`config.mk`:
```
export PLATFORM = sky130hd
export DESIGN_NAME = qpu_exu_tragger
export DESIGN_NICKNAME = d
export VERILOG_FILES = /design/src/rtl/qpu_exu_tragger.sv
export SDC_FILE = /design/constraint.sdc
export NUM_CORES = 1
export LEC_CHECK = 0
export ABC_CLOCK_PERIOD_IN_PS = 5800
export CAP_MARGIN = 20
export CORE_ASPECT_RATIO = 1.4
export CORE_MARGIN = 1
export CORE_UTILIZATION = 50
export CTS_CLUSTER_SIZE = 10
export DETAILED_ROUTE_END_ITERATION = 16
export GPL_TIMING_DRIVEN = 0
export PLACE_DENSITY = 0.86
export SLEW_MARGIN = 0
export SYNTH_ARGS = -nofsm -noshare
export SYNTH_HDL_FRONTEND = slang
export SYNTH_SLANG_ARGS = --single-unit
```
`constraint.sdc`:
```
create_clock -name clk -period 5.8 [get_ports clk]
set_input_delay 0.58 -clock clk [delete_from_list [all_inputs] [get_ports clk]]
set_output_delay 0.58 -clock clk [all_outputs]
set_load 0.02 [all_outputs]
```
`src/rtl/qpu_exu_tragger.sv`:
```
// Consumer end of the exu event queue: drives the QPU timeline and queue trigger, buffers released
// events per channel for AWG/readout handshakes, and tracks per-qubit measurement history flags.
module qpu_exu_tragger #(
  parameter int TIME_W   = 16,
  parameter int QI_NUM   = 4,
  parameter int QI_EW    = 8,
  parameter int MS_NUM   = 1,
  parameter int MS_EW    = 4,
  parameter int HANG_CYC = 255,
  localparam int EV_NUM  = QI_NUM + MS_NUM,
  localparam int EV_W    = QI_NUM * QI_EW + MS_NUM * MS_EW
) (
  input  logic              clk,
  input  logic              rst_n,
  input  logic              run_start,
  input  logic              run_stop,
  output logic              o_tragger,
  output logic [TIME_W-1:0] tragger_o_clk,
  input  logic              tragger_i_clk_ena,
  input  logic [EV_NUM-1:0] evq_i_valid,
  input  logic [EV_W-1:0]   evq_i_data,
  output logic [EV_NUM-1:0] ch_o_vld,
  output logic [EV_W-1:0]   ch_o_data,
  input  logic [EV_NUM-1:0] ch_i_rdy,
  input  logic              meas_i_vld,
  input  logic [QI_NUM-1:0] meas_i_qubit,
  input  logic              meas_i_bit,
  output logic [QI_NUM-1:0] qubit_measure_zero,
  output logic [QI_NUM-1:0] qubit_measure_one,
  output logic [QI_NUM-1:0] qubit_measure_equ,
  output logic              run_done,
  output logic              ch_overrun
);

  typedef enum logic [1:0] {S_IDLE, S_RUN, S_STALL, S_DONE} state_t;

  localparam int HANG_W = $clog2(HANG_CYC + 1);
  localparam logic [HANG_W-1:0] HANG_MAX  = HANG_W'(HANG_CYC);
  localparam logic [HANG_W-1:0] HANG_LAST = HANG_W'(HANG_CYC - 1);

  state_t              state, state_nxt;
  logic [TIME_W-1:0]   timeline;
  logic [HANG_W-1:0]   hang_cnt;
  logic [EV_NUM-1:0]   busy, load;
  logic [EV_W-1:0]     load_bits;
  logic                in_run, stall_req, hang_hit, start_clr, overrun_hit;
  logic [QI_NUM-1:0]   meas_cur, meas_prv, cur_vld, prv_vld;

  assign in_run      = (state == S_RUN);
  assign busy        = ch_o_vld & ~ch_i_rdy;
  assign stall_req   = |busy;
  assign load        = in_run ? (evq_i_valid & ~busy) : '0;
  assign overrun_hit = in_run & (|(evq_i_valid & busy));
  // The cycle that would bring the starvation count to HANG_CYC ends the run.
  assign hang_hit    = ~tragger_i_clk_ena & (hang_cnt >= HANG_LAST);
  assign start_clr   = run_start & ~run_stop & ((state == S_IDLE) | (state == S_DONE));

  assign o_tragger     = in_run;
  assign tragger_o_clk = timeline;

  for (genvar k = 0; k < QI_NUM; k++) begin : g_qi_mask
    assign load_bits[k*QI_EW +: QI_EW] = {QI_EW{load[k]}};
  end
  for (genvar m = 0; m < MS_NUM; m++) begin : g_ms_mask
    assign load_bits[QI_NUM*QI_EW + m*MS_EW +: MS_EW] = {MS_EW{load[QI_NUM+m]}};
  end

  always_comb begin
    state_nxt = state;
    case (state)
      S_IDLE:  if (run_start) state_nxt = S_RUN;
      S_RUN: begin
        if (stall_req)     state_nxt = S_STALL;
        else if (hang_hit) state_nxt = S_DONE;
      end
      S_STALL: if (!stall_req) state_nxt = S_RUN;
      S_DONE:  if (run_start) state_nxt = S_RUN;
      default: state_nxt = S_IDLE;
    endcase
    if (run_stop) state_nxt = S_IDLE;
  end

  always_ff @(posedge clk or negedge rst_n) begin
    if (!rst_n) begin
      state      <= S_IDLE;
      timeline   <= '0;
      hang_cnt   <= '0;
      run_done   <= 1'b0;
      ch_overrun <= 1'b0;
    end else begin
      state <= state_nxt;
      if (start_clr) begin
        timeline   <= '0;
        hang_cnt   <= '0;
        run_done   <= 1'b0;
        ch_overrun <= 1'b0;
      end else begin
        if (in_run) begin
          if (tragger_i_clk_ena) begin
            timeline <= timeline + TIME_W'(1);
            hang_cnt <= '0;
          end else if (hang_cnt != HANG_MAX) begin
            hang_cnt <= hang_cnt + HANG_W'(1);
          end
        end
        if (in_run && (state_nxt == S_DONE)) run_done <= 1'b1;
        if (overrun_hit) ch_overrun <= 1'b1;
      end
    end
  end

  // Channel registers: a held event blocks reload; accept and reload may share a cycle.
  always_ff @(posedge clk or negedge rst_n) begin
    if (!rst_n) begin
      ch_o_vld  <= '0;
      ch_o_data <= '0;
    end else begin
      ch_o_vld  <= run_stop ? '0 : (load | busy);
      ch_o_data <= (ch_o_data & ~load_bits) | (evq_i_data & load_bits);
    end
  end

  always_ff @(posedge clk or negedge rst_n) begin
    if (!rst_n) begin
      meas_cur <= '0;
      meas_prv <= '0;
      cur_vld  <= '0;
      prv_vld  <= '0;
    end else if (start_clr) begin
      meas_cur <= '0;
      meas_prv <= '0;
      cur_vld  <= '0;
      prv_vld  <= '0;
    end else if (meas_i_vld) begin
      meas_prv <= (meas_prv & ~meas_i_qubit) | (meas_cur & meas_i_qubit);
      prv_vld  <= (prv_vld & ~meas_i_qubit) | (cur_vld & meas_i_qubit);
      meas_cur <= (meas_cur & ~meas_i_qubit) | ({QI_NUM{meas_i_bit}} & meas_i_qubit);
      cur_vld  <= cur_vld | meas_i_qubit;
    end
  end

  assign qubit_measure_zero = cur_vld & ~meas_cur;
  assign qubit_measure_one  = cur_vld & meas_cur;
  assign qubit_measure_equ  = prv_vld & cur_vld & ~(meas_prv ^ meas_cur);

endmodule

```
==> flow_summary_export.csv, run 1 <==
group,metric,value,unit
placement,place_area,5340,µm²
yosys,synthTopCellsByArea,"dfrtp_1 (54%), mux2_2 (10%), a21oi_1 (4.5%)",
global_routing,grt_pass1_wl,15600,µm
sta,setup_viol,0,
detailed_routing,highest_layer,"met4",
global_routing,grt_remaining_overflow,0,
die,die_y,107,µm
yosys,yosysMostFrequentCell,"dfrtp_1",
detailed_routing,first_iter_violations,133,
layout,num_antenna_cells,0,
detailed_routing,wl_met3,825,µm
die,row_count,37,
yosys,synth_top_area_cell,"dfrtp_1",
clock_tree,clockRootBuffer,"clkbuf_8",
yosys,synth_cell_types,46,
layout,final_cell_area,5520,µm²
run_status,status,"finished, final reports clean",
sta,max_freq,435,MHz
placement,dpl.hpwl,7050,µm
layout,nNetsFinal,558,
worst_setup_path,critPathMaxStageDelay,0.59,ns
detailed_routing,wl_per_cell,15.5,µm
sta,timing.final.crit_share,39.6,%
sta,relSlewSlack,56.0,%
yosys,ys_warn_count,0,
sta,layout_min_cycle_time,2.30,ns
detailed_routing,ant_nets,0,
yosys,synth-seq-area-share,54.1,%
detailed_routing,via_per_inst,5.50,
sta,hold_viol,0,
layout,syn_to_final_growth,40.3,%
sta,fin_ws,3.50,ns
yosys,syn_area,3930,µm²
detailed_routing,dr_wl_met2,4800,µm
sta,finalClockSkew,0.0115,ns
layout,drive_above_1_share,12.6,%
yosys,synth_top_cells_by_count,"dfrtp_1 (85), mux2_2 (36), nand2_1 (36)",
die,io_pins,129,
detailed_routing,routedLengthMet1,3520,µm
detailed_routing,drtPass1Iterations,4,
worst_setup_path,required,5.22,ns
yosys,synthCells,358,
yosys,syn_area_per_cell,11.0,µm²
worst_setup_path,startpoint,"meas_cur[2]",
worst_setup_path,path_delay_family,"buffers and inverters",
global_routing,grt_pass1_vias,3438,
clock_tree,cts_inserted_buffers,9,
yosys,netlist.area_leader.share,54.1,%
die,die_w,77.0,µm
sta,worst_pin_slew,0.657,ns
clock_tree,cts.sinks,85,
detailed_routing,postRouteWirelength,9260,µm
clock_tree,cts_resized,0,
worst_setup_path,crit_fanout,5,
clock_tree,clk_pin_slew,0.08,ns
yosys,synth-seq-cells,85,
detailed_routing,vias,3287,
min_path,hold_class,"in -> async",
yosys,synth-edff-count,0,
power_and_ir_drop,total_power,2.23,mW
worst_setup_path,worstPathCellList,"xnor2_1, and3_1, clkdlybuf4s50_1",
layout,final_core_util,73.6,%
worst_setup_path,path_class,"reg -> out",
power_and_ir_drop,p_leak,2.28,nW
worst_setup_path,rr_startpoint,"state[0]",
worst_setup_path,worstPathArrival,1.72,ns
worst_setup_path,path_buf_inv,1,
sta,drv_slew,0,
worst_setup_path,reg2reg_depth,6,
die,dieArea,8230,µm²
global_routing,grt_max_degree,63,
clock_tree,clock_latency,0.35,ns
worst_setup_path,start_kind,"flip-flop",
worst_setup_path,critPathCaptureType,"output port",
placement,pre_cts_slack,3.31,ns
global_routing,antenna_found_initial,0,
clock_tree,tritoncts,"done",
clock_tree,cts_hold_buf,0,
yosys,async_flop_share,100,%
global_routing,gr-usage-all-layers,24.3,%
placement,dp.cells,582,
detailed_routing,drc,0,
placement,place.port_buffers,126,
worst_setup_path,r2r_slack,3.62,ns
clock_tree,htreeDepth,3,
sta,rsz0062_at_grt,"no",
power_and_ir_drop,max-vdd-ir-drop,0.330,mV
clock_tree,max-clock-path-buffers,2,
die,core_area,7500,µm²
worst_setup_path,rr_endpoint,"tragger_o_clk[9]",
yosys,synthesis.nets,420,
clock_tree,cts_setup_buffers,0,
power_and_ir_drop,cellPowerDensity,404,nW/µm²
sta,hold_slack,0.119,ns
worst_setup_path,critPathSlowestCell,"clkdlybuf4s50_1",
sta,setup_tns,0,ns
placement,place_congestion,0.864,
yosys,ys.flop_type,"dfrtp_1",
layout,fin_cells,598,
die,start_util,52.5,%
flow_run,max_cap_viol_count,0,
cells in the final DEF, fill, tap and decap left out, drive strengths merged, types with 2 or more instances in the layout:
cell type / count
a211oi: 3
a21o: 3
a21oi: 35
and2: 7
and3: 5
and4: 3
buf: 8
clkbuf: 18
clkdlybuf4s50: 125
clkinv: 3
dfrtp: 85
ha: 5
inv: 5
mux2: 36
mux2i: 2
nand2: 36
nand2b: 5
nand3: 21
nand3b: 2
nand4: 4
nor2: 24
nor2b: 10
nor3: 3
nor3b: 2
o21a: 2
o21ai: 7
o21bai: 2
o31ai: 7
o41ai: 2
or3: 3
or4: 7
xnor2: 7
xor2: 5
metal layers:
layer	track usage (%)	vias to the layer above
met5	0	-
met4	8.79	0
met3	8.94	12
met2	42.1	132
met1	27.2	1590
li1	-	1553
power breakdown:
part	switching (mW)	total, mW	internal [mW]
Sequential	0.112	0.879	0.767
Clock	0.207	0.384	0.177
Combinational	0.467	0.967	0.501
how the worst max path moves through the flow:
stage	end	cells after the start	slack [ns]
CTS	qubit_measure_equ[3]	3	3.47
detailed placement	cur_vld[2]	5	3.31
global route	qubit_measure_equ[2]	3	3.42
floorplan	flip-flop	6	3.88
finish	qubit_measure_equ[2]	3	3.50
global placement	asynchronous set/reset pin	1	1.10
cell type report:
| cell class | count | area, µm² |
|---|---|---|
| sequential | 85 | 2130 |
| clock inverter | 4 | 22.5 |
| clock buffer | 12 | 155 |
| multi-input combinational | 256 | 1730 |
| inverter | 5 | 18.8 |
| tap | 97 | 121 |
| fill | 544 | 1980 |
| timing repair buffer | 127 | 1290 |
| buffer | 12 | 62.6 |
cells by family (layout without fill, tap and decap cells):
kind of cell | count (synthesis) | after routing | synth area share, %
buffers and inverters | 17 | 160 | 2.07
muxes | 38 | 38 | 10.8
and+or+nand+nor | 133 | 133 | 17.9
adders and majority gates | 5 | 5 | 1.59
AOI/OAI and AO/OA | 68 | 68 | 10.9
DFF | 85 | 85 | 54.1
xor gates and xnor gates | 12 | 12 | 2.67
No activity file was read; power rests on OpenSTA's default activity.
==> run 2, diff against run 1 <==
- ABC_CLOCK_PERIOD_IN_PS: 5800 -> 1960
- CORE_UTILIZATION: 50 -> 42
- PLACE_DENSITY: 0.86 -> 0.77
- clock period: 5.8 -> 1.96 ns (I/O delays scaled with it)
==> flow_summary_export.csv, run 2 (same netlist as run 1, synthesis figures left out) <==
group,metric,value,unit
sta,hold_viol,0,
placement,place_area,5350,µm²
sta,layout_min_cycle_time,1.90,ns
sta,max_freq,526,MHz
worst_setup_path,crit_fanout,5,
worst_setup_path,path_class,"reg -> out",
layout,final_common_cell,"clkdlybuf4s50_1",
placement,place.port_buffers,126,
global_routing,grt_pass1_wl,15700,µm
clock_tree,tritoncts,"done",
run_status,status,"finished, final reports clean",
detailed_routing,drc,0,
placement,place_congestion,0.786,
die,row_count,41,
sta,worst_pin_slew,0.557,ns
power_and_ir_drop,p_leak,2.39,nW
power_and_ir_drop,clkPwrFrac,22.1,%
worst_setup_path,start_kind,"flip-flop",
detailed_routing,wl_met3,665,µm
layout,drive_above_1_share,14.7,%
worst_setup_path,critPathSlowestCell,"clkdlybuf4s50_1",
die,die_y,117,µm
clock_tree,max-clock-path-buffers,2,
sta,setup_viol,0,
global_routing,grt_max_degree,46,
worst_setup_path,path_delay_family,"buffers and inverters",
worst_setup_path,worstPathCellList,"inv_1, ha_2, clkdlybuf4s50_1",
die,io_pins,129,
power_and_ir_drop,p_int,4.73,mW
worst_setup_path,worstPathArrival,1.70,ns
power_and_ir_drop,max-vdd-ir-drop,0.977,mV
die,core_area,9030,µm²
sta,finalClockSkew,0.00527,ns
detailed_routing,routedLengthMet1,3770,µm
layout,nNetsFinal,560,
detailed_routing,ant_nets,0,
worst_setup_path,critPathCaptureType,"output port",
global_routing,antenna_found_initial,0,
detailed_routing,highest_layer,"met4",
sta,drv_slew,0,
layout,syn_to_final_growth,45.2,%
placement,pre_cts_slack,-0.304,ns
detailed_routing,vias,3201,
sta,fin_ws,0.0605,ns
layout,n_fill_cell,750,
sta,setup_tns,0,ns
layout,num_antenna_cells,0,
global_routing,grt_remaining_overflow,0,
clock_tree,clk_pin_slew,0.06,ns
sta,timing.final.crit_share,96.9,%
power_and_ir_drop,combPwrFrac,41.3,%
die,start_util,43.6,%
die,dieArea,9760,µm²
die,die_w,83.8,µm
detailed_routing,dr_wl_met2,4880,µm
detailed_routing,via_per_inst,5.25,
power_and_ir_drop,switching_power,2.38,mW
clock_tree,htreeDepth,3,
clock_tree,cts_inserted_buffers,9,
power_and_ir_drop,cellPowerDensity,1240,nW/µm²
detailed_routing,first_iter_violations,106,
sta,relSlewSlack,62.9,%
layout,final_cell_area,5710,µm²
placement,dpl.hpwl,6990,µm
clock_tree,clock_latency,0.34,ns
worst_setup_path,required,1.76,ns
global_routing,grt_pass1_vias,3355,
clock_tree,clockRootBuffer,"clkbuf_16",
clock_tree,cts.sinks,85,
layout,layout_common_cells,"clkdlybuf4s50_1 (123), dfrtp_1 (84), mux2_2 (36)",
flow_run,max_cap_viol_count,0,
global_routing,gr-usage-all-layers,20.6,%
worst_setup_path,path_buf_inv,2,
min_path,hold_class,"in -> reg",
detailed_routing,postRouteWirelength,9550,µm
detailed_routing,drtPass1Iterations,5,
worst_setup_path,critPathMaxStageDelay,0.62,ns
power_and_ir_drop,pwr-share-seq,36.6,%
power_and_ir_drop,swShare,33.5,%
detailed_routing,wl_per_cell,15.7,µm
sta,rsz0062_at_grt,"yes",
-- run 2: cell types whose count changed in the layout (fill, tap and decap cells not counted), moves of 3 or more --
cell,change
clkbuf_16,+9
clkbuf_8,-9
clkbuf_2,+3
nor2_1,-3
nor2_4,+3
-- run 2: metrics by stage --
stage	std cells	util (%)	hold WS, ns	power (mW)
after global placement	591	59.0	0.405	5.41
after floorplan	358	-	-0.0996	4.11
final	610	63.3	0.0529	7.11
after CTS	610	62.9	0.0462	7.18
after global routing	610	63.3	0.0549	7.48
after detailed placement	592	59.3	0.226	5.51
-- run 2: per-layer routing --
metal  global-route usage, %  up-vias
li1                        -     1557
met1                    22.9     1521
met2                    36.2      107
met3                    6.57       16
met4                    9.49        0
met5                       0        -
-- run 2: power by group through the flow --
stage	clock network, mW	logic (mW)	registers, mW
after CTS	1.62	2.95	2.61
after global routing	1.68	3.13	2.67
after global placement	0	2.81	2.60
after floorplan	0	1.00	3.10
after detailed placement	0	2.88	2.63
final	1.57	2.94	2.60
-- run 2: timing repair --
action | in CTS | in global routing
hold buffers | 1 | 0
endpoints found under the setup margin | 65 | 47
hold endpoints to repair | 40 | 0
resized for setup | 11 | 14
setup buffers | 1 | 0
-- run 2: worst paths after layout --
check / endpoint / depth (start not counted) / start / slack, ns
max: o_tragger / 3 / state[1] / 0.06
min: ch_o_vld[1] / 2 / run_stop / 0.05
min in group asynchronous: asynchronous set/reset pin / 2 / rst_n / 0.38
min reg2reg: ch_overrun / 1 / ch_overrun / 0.50
max reg2reg: tragger_o_clk[15] / 6 / state[0] / 0.06
max in group asynchronous: ch_overrun / 3 / rst_n / 0.96
-- run 2: layout make-up --
class / instances / area (µm²) / area share [%]
Buffer: 12 / 77.6 / 1.36
Tap cell: 107 / 134 / 2.34
Sequential cell: 85 / 2130 / 37.3
Multi-Input combinational cell: 256 / 1770 / 31.0
Inverter: 5 / 18.8 / 0.329
Timing Repair Buffer: 129 / 1310 / 22.9
Clock inverter: 1 / 5.00 / 0.0876
Clock buffer: 15 / 268 / 4.69
